File: config.mk
export PLATFORM = sky130hd
export DESIGN_NAME = sram_arbiter
export DESIGN_NICKNAME = d
export VERILOG_FILES = /design/src/rtl/cpu_defs.sv /design/src/rtl/sram_arbiter.sv
export SDC_FILE = /design/constraint.sdc
export NUM_CORES = 1
export LEC_CHECK = 0
export CORE_AREA = 10 10 114 116
export CTS_CLUSTER_DIAMETER = 30
export DETAILED_ROUTE_END_ITERATION = 12
export DIE_AREA = 0 0 124 126
export PLACE_DENSITY = 0.59
export REMOVE_ABC_BUFFERS = 1
export SYNTH_ARGS = -nofsm -noshare
export SYNTH_HDL_FRONTEND = slang
export SYNTH_SLANG_ARGS = --single-unit
File: constraint.sdc
create_clock -name clk -period 3.9 [get_ports clk]
set_clock_uncertainty 0.15 [all_clocks]
set_input_delay 0.78 -clock clk [delete_from_list [all_inputs] [get_ports clk]]
set_output_delay 0.78 -clock clk [all_outputs]
set_load 0.005 [all_outputs]
File: src/rtl/cpu_defs.sv
// Shared CPU-side definitions: outstanding-owner encoding and requester port ids.
package cpu_defs;

  typedef enum logic [1:0] {
    OWN_NONE = 2'b00,
    OWN_INST = 2'b01,
    OWN_DATA = 2'b10
  } owner_t;

  typedef enum logic {
    PORT_INST = 1'b0,
    PORT_DATA = 1'b1
  } port_t;

endpackage

File: src/rtl/sram_arbiter.sv
// Two-port round-robin arbiter in front of a single-cycle SRAM; one grant per cycle,
// response returned to the owning port exactly one cycle after acceptance.
module sram_arbiter
  import cpu_defs::*;
#(
  parameter int ADDR_W = 32,
  parameter int DATA_W = 32
) (
  input  logic                clk,
  input  logic                rst,
  input  logic                inst_req,
  input  logic                inst_wr,
  input  logic [DATA_W/8-1:0] inst_wstrb,
  input  logic [ADDR_W-1:0]   inst_addr,
  input  logic [DATA_W-1:0]   inst_wdata,
  output logic                inst_addr_ok,
  output logic                inst_data_ok,
  output logic [DATA_W-1:0]   inst_rdata,
  input  logic                data_req,
  input  logic                data_wr,
  input  logic [DATA_W/8-1:0] data_wstrb,
  input  logic [ADDR_W-1:0]   data_addr,
  input  logic [DATA_W-1:0]   data_wdata,
  output logic                data_addr_ok,
  output logic                data_data_ok,
  output logic [DATA_W-1:0]   data_rdata,
  output logic                sram_en,
  output logic [DATA_W/8-1:0] sram_we,
  output logic [ADDR_W-1:0]   sram_addr,
  output logic [DATA_W-1:0]   sram_wdata,
  input  logic [DATA_W-1:0]   sram_rdata
);

  localparam int STRB_W = DATA_W / 8;

  port_t  last_grant_p0;
  owner_t owner_p1;
  logic   gnt_inst_p0;
  logic   gnt_data_p0;

  // Stage p0: combinational grant; data wins a tie unless it won the previous grant.
  always_comb begin
    gnt_data_p0 = !rst && data_req && (!inst_req || (last_grant_p0 == PORT_INST));
    gnt_inst_p0 = !rst && inst_req && !gnt_data_p0;
  end

  always_comb begin
    inst_addr_ok = gnt_inst_p0;
    data_addr_ok = gnt_data_p0;
    sram_en      = 1'b0;
    sram_we      = '0;
    sram_addr    = '0;
    sram_wdata   = '0;
    if (gnt_inst_p0) begin
      sram_en    = 1'b1;
      sram_we    = inst_wr ? inst_wstrb : {STRB_W{1'b0}};
      sram_addr  = inst_addr;
      sram_wdata = inst_wdata;
    end else if (gnt_data_p0) begin
      sram_en    = 1'b1;
      sram_we    = data_wr ? data_wstrb : {STRB_W{1'b0}};
      sram_addr  = data_addr;
      sram_wdata = data_wdata;
    end
  end

  always_ff @(posedge clk) begin
    if (rst) begin
      last_grant_p0 <= PORT_INST;
      owner_p1      <= OWN_NONE;
    end else begin
      if (gnt_inst_p0) begin
        last_grant_p0 <= PORT_INST;
      end else if (gnt_data_p0) begin
        last_grant_p0 <= PORT_DATA;
      end
      if (gnt_inst_p0) begin
        owner_p1 <= OWN_INST;
      end else if (gnt_data_p0) begin
        owner_p1 <= OWN_DATA;
      end else begin
        owner_p1 <= OWN_NONE;
      end
    end
  end

  // Stage p1: response to the registered owner; a response in flight when rst rises is dropped.
  always_comb begin
    inst_data_ok = !rst && (owner_p1 == OWN_INST);
    data_data_ok = !rst && (owner_p1 == OWN_DATA);
    inst_rdata   = inst_data_ok ? sram_rdata : {DATA_W{1'b0}};
    data_rdata   = data_data_ok ? sram_rdata : {DATA_W{1'b0}};
  end

endmodule

* Yosys cells after proc, flatten, opt, wreduce, memory -nomap -nowiden
Index checks and enable logic that the tools add are counted.
** Storage, ports and cells
- Memory bits (writable) :: 0
- Latch bits :: 0
- Register bits after elaboration :: 3
- Memories kept :: 0
- Word-level logic and storage cells :: 31
- ROM bits :: 0
** Cells by class
- Equality and inequality tests :: 2
- Multipliers :: 0
- Reductions and logical operators :: 11
- Shift operators :: 0
- $add $sub $neg :: 0
- Bitwise logic cells :: 1
- $lt $le $gt $ge :: 0
- Mux-type cells :: 14
- Div/mod/pow operators :: 0
** Operators with widths (count)
- $mux 32 :: 6
- $mux 4 :: 4
- $logic_and 1x1->1 :: 6
- $logic_not 1->1 :: 3
- $mux 1 :: 3
- $eq 2x1->1 const B :: 1
- $eq 2x2->1 const B :: 1
- $mux 2 :: 1
- $reduce_or 2->1 :: 1
- $logic_or 1x1->1 :: 1
- $not 1->1 :: 1

* Logic depth before layout (Yosys ltp)
- Word-level depth :: 6
- Depth in mapped cells :: 6
- Depth with buffers taken out :: 3

* Worst setup path after synthesis
No wires, ideal clock.
- Path type :: in2out
- From :: in rst
- To :: out sram_addr[12]
- Setup slack :: 1274 ps
- Stages on the path :: 6
- Arrival time :: 1696 ps
- Required time :: 2970 ps
- Cell sequence :: buf_2 and3b_1 buf_6 buf_6 buf_6 a22o_1
** Between the ends
- Longest elaborated chain between the ends :: 6
- Elaborated cells between the ends (all ways) :: 8
** Ends and longest elaborated chain
- start: declaration :: line sram_arbiter.sv:10 : input logic rst,
- $logic_not 1->1 (*) :: line sram_arbiter.sv:43, sram_arbiter.sv:44
- $logic_and 1x1->1 (2 in series) :: line sram_arbiter.sv:43 : gnt_data_p0 = !rst && data_req && (!inst_req || (last_grant_p0 == PORT_INST));
- $logic_not 1->1 :: line sram_arbiter.sv:44 : gnt_inst_p0 = !rst && inst_req && !gnt_data_p0;
- $logic_and 1x1->1 :: line sram_arbiter.sv:44
- $mux 32 (*) :: line sram_arbiter.sv:54 : if (gnt_inst_p0) begin
- end: declaration :: line sram_arbiter.sv:29 : output logic [ADDR_W-1:0] sram_addr,
Every way passes the cells marked *; elsewhere a longest branch is shown, timed or not.

* Worst setup path in the final report
Same ends and word-level chain as after synthesis.

==> impl_metrics.json <==
{
  "synth_cell_types": 16,
  "fillers": 1074,
  "fp.dieH_um": 126,
  "core-area_um2": 10700,
  "num_io_pins": 311,
  "synthCells": 173,
  "cts_tree": "built",
  "path_buf_inv": 3,
  "outcome": "finished clean",
  "first_global_vias": 2715,
  "drc": 0,
  "routedWlPerCell_um": 20.1,
  "place_inst": 607,
  "syn_area_per_cell_um2": 7.60,
  "rsz0062_at_grt": "false",
  "crit_arrival_ns": 2.77,
  "cp-startpoint": "rst",
  "start_util_pct": 12.3,
  "hold_viol_final": 0,
  "htreeDepth": 1,
  "ys_seq_area_share_pct": 4.57,
  "cts_num_sinks": 3,
  "tightest_slew_ns": 0.347,
  "synth.most_common_cell": "and2_1",
  "fmax_ghz": 0.271,
  "antenna_found_initial": 0,
  "grt_max_degree": 46,
  "num_rows": 38,
  "seq_area_um2": 60.1,
  "max_stage_delay_ns": 0.58,
  "grt_first_pass_wirelength_um": 16500,
  "synth_top_area_share_pct": 42.6,
  "nNetsFinal": 646,
  "grt_use_total_pct": 13.5,
  "crit_type": "primary input to output pin",
  "path_cells": "clkdlybuf4s50_1 -> a211oi_4 -> buf_4 -> a22o_1 -> clkdlybuf4s50_1",
  "cts_setup_buffers": 0,
  "cts_buffer_depth": 2,
  "multi_input_area_um2": 1120,
  "power_frac_comb_pct": 77.3,
  "p_per_area_nw_per_um2": 120,
  "max_slew_margin_pct": 76.8,
  "dr.pass1.iters": 4,
  "hp-class": "flop to flop",
  "ant_nets": 0,
  "p_switching_uw": 144,
  "yosysWarnings": 0,
  "synth_area_leaders": "a22o_1 43%, and2_1 32%, dfxtp_1 4.6%, buf_2 4.2%, buf_6 3.4%",
  "crit_slowest_cell": "clkdlybuf4s50_1",
  "worst_path_most_repeated_cell": "clkdlybuf4s50_1",
  "viasPerCell": 4.21,
  "cp_top_family": "buffers and inverters",
  "clockRootBuffer": "clkbuf_8",
  "timing.rr.start": "last_grant_p0",
  "pwr-share-seq_pct": 6.2,
  "die_w_um": 124,
  "required_ns": 2.97,
  "post-route-util_pct": 43.0,
  "design.die.area_um2": 15600,
  "drive_gt1_share_pct": 2.97,
  "routed_wirelength_um": 12300,
  "grt-ovfl-total": 0,
  "hpwl_um": 11000,
  "clkLatencyLatePin_ns": 0.21,
  "finalWeightedCongestion": 0.884,
  "clockPowerShare_pct": 16.5,
  "setup_viol": 0,
  "synth.cell_area_um2": 1320,
  "internal_power_uw": 409,
  "detailedRoute.firstIterationViolations": 70,
  "num_antenna_cells": 0,
  "vdd_drop_max_v": 0.0000916,
  "critPathLaunchType": "primary input",
  "placed_cell_area_um2": 4560,
  "synth-edff-count": 0,
  "drv_slew": 0,
  "clk_pin_slew_ns": 0.03,
  "cts_resized": 0,
  "ys_ff_latch": 3,
  "setup_tns_ns": 0,
  "leakage_nw": 1.72,
  "switching_share_pct": 26.1,
  "cap_viol_max_count": 0,
  "postCtsHoldBufs": 0,
  "finalNonFillerCells": 611,
  "crit_path_end_kind": "output pin",
  "cp_max_fo": 24,
  "period_share_pct": 94.8,
  "io_buffer_count": 310,
  "hp-start": "last_grant_p0",
  "synth_common_cells": "68 x and2_1, 64 x a22o_1, 11 x buf_2, 6 x clkbuf_1",
  "area_delta_synth_final_pct": 250,
  "synth_ff_type": "dfxtp_1",
  "synth_area_leader_cell": "a22o_1",
  "async_flop_share_pct": 0,
  "cts_buffers": 3,
  "period_needed_ns": 3.70,
  "dr_total_vias": 2571,
  "final_area_um2": 4600
}
==> final cells by class <==
class | instances | share of cell area (%)
sequential | 3 | 1.30
tap | 140 | 3.80
timing repair buffer | 316 | 69.5
multi-input combinational | 147 | 24.4
inverter | 1 | 0.0815
clock buffer | 4 | 0.978
==> registers in the layout, indices dropped and copies added (netlist names) <==
name and count:
owner_p1 2, last_grant_p0 1
==> cells in the final DEF (no fill, tap or decap), drive strengths merged <==
master	Yosys	final
a211oi	2	2
a21oi	1	1
a22o	64	64
a32o	4	4
and2	68	68
and3b	2	2
buf	16	6
clkbuf	6	4
clkdlybuf4s50	0	310
dfxtp	3	3
inv	1	1
nand2b	2	2
nor2	2	2
nor3b	2	2
==> worst reg2reg max path, delay by kind of cell, from the launching register on <==
| family | cells | cell delay (ns) |
|---|---|---|
| DFF | 1 | 0.34 |
| and+or+nand+nor | 2 | 0.34 |
==> worst paths after layout <==
| kind | endpoint | slack [ns] | cells past startpoint |
|---|---|---|---|
| max | sram_addr[12] | 0.20 | 5 |
| min | owner_p1[1] | 0.38 | 1 |
| max reg2reg | owner_p1[0] | 2.97 | 2 |
| min reg2reg | owner_p1[1] | 0.38 | 1 |
==> power groups by stage <==
stage	registers [mW]	logic [mW]	clock network (mW)
after floorplan	0.0347	0.0922	0
final	0.0345	0.427	0.0910
after CTS	0.0346	0.434	0.0928
after detailed placement	0.0350	0.432	0
after global routing	0.0348	0.455	0.0977
after global placement	0.0348	0.429	0
==> layer usage <==
metal	part of all wire [%]	track usage, %	routed length (µm)
met2	50	26.0	6150
met4	0.75	2.03	92
met5	0	0	0
met1	34	12.2	4170
met3	15	7.19	1890
==> metrics by stage <==
stage	hold WS [ns]	worst slack, ns	total power [mW]
detailed placement	0.380	0.183	0.467
global placement	0.370	0.228	0.464
floorplan	0.347	0.451	0.127
global route	0.413	0.0891	0.587
CTS	0.384	0.184	0.562
finish	0.378	0.204	0.553
==> kinds of logic (layout without fill, tap and decap cells) <==
kind of cell	count (synthesis)	count (layout)	share of synthesized area, %
flops	3	3	4.57
compound gates	71	71	48.1
simple gates	76	76	37.1
buf+inv	23	321	10.2
No activity file was read; power rests on OpenSTA's default activity.
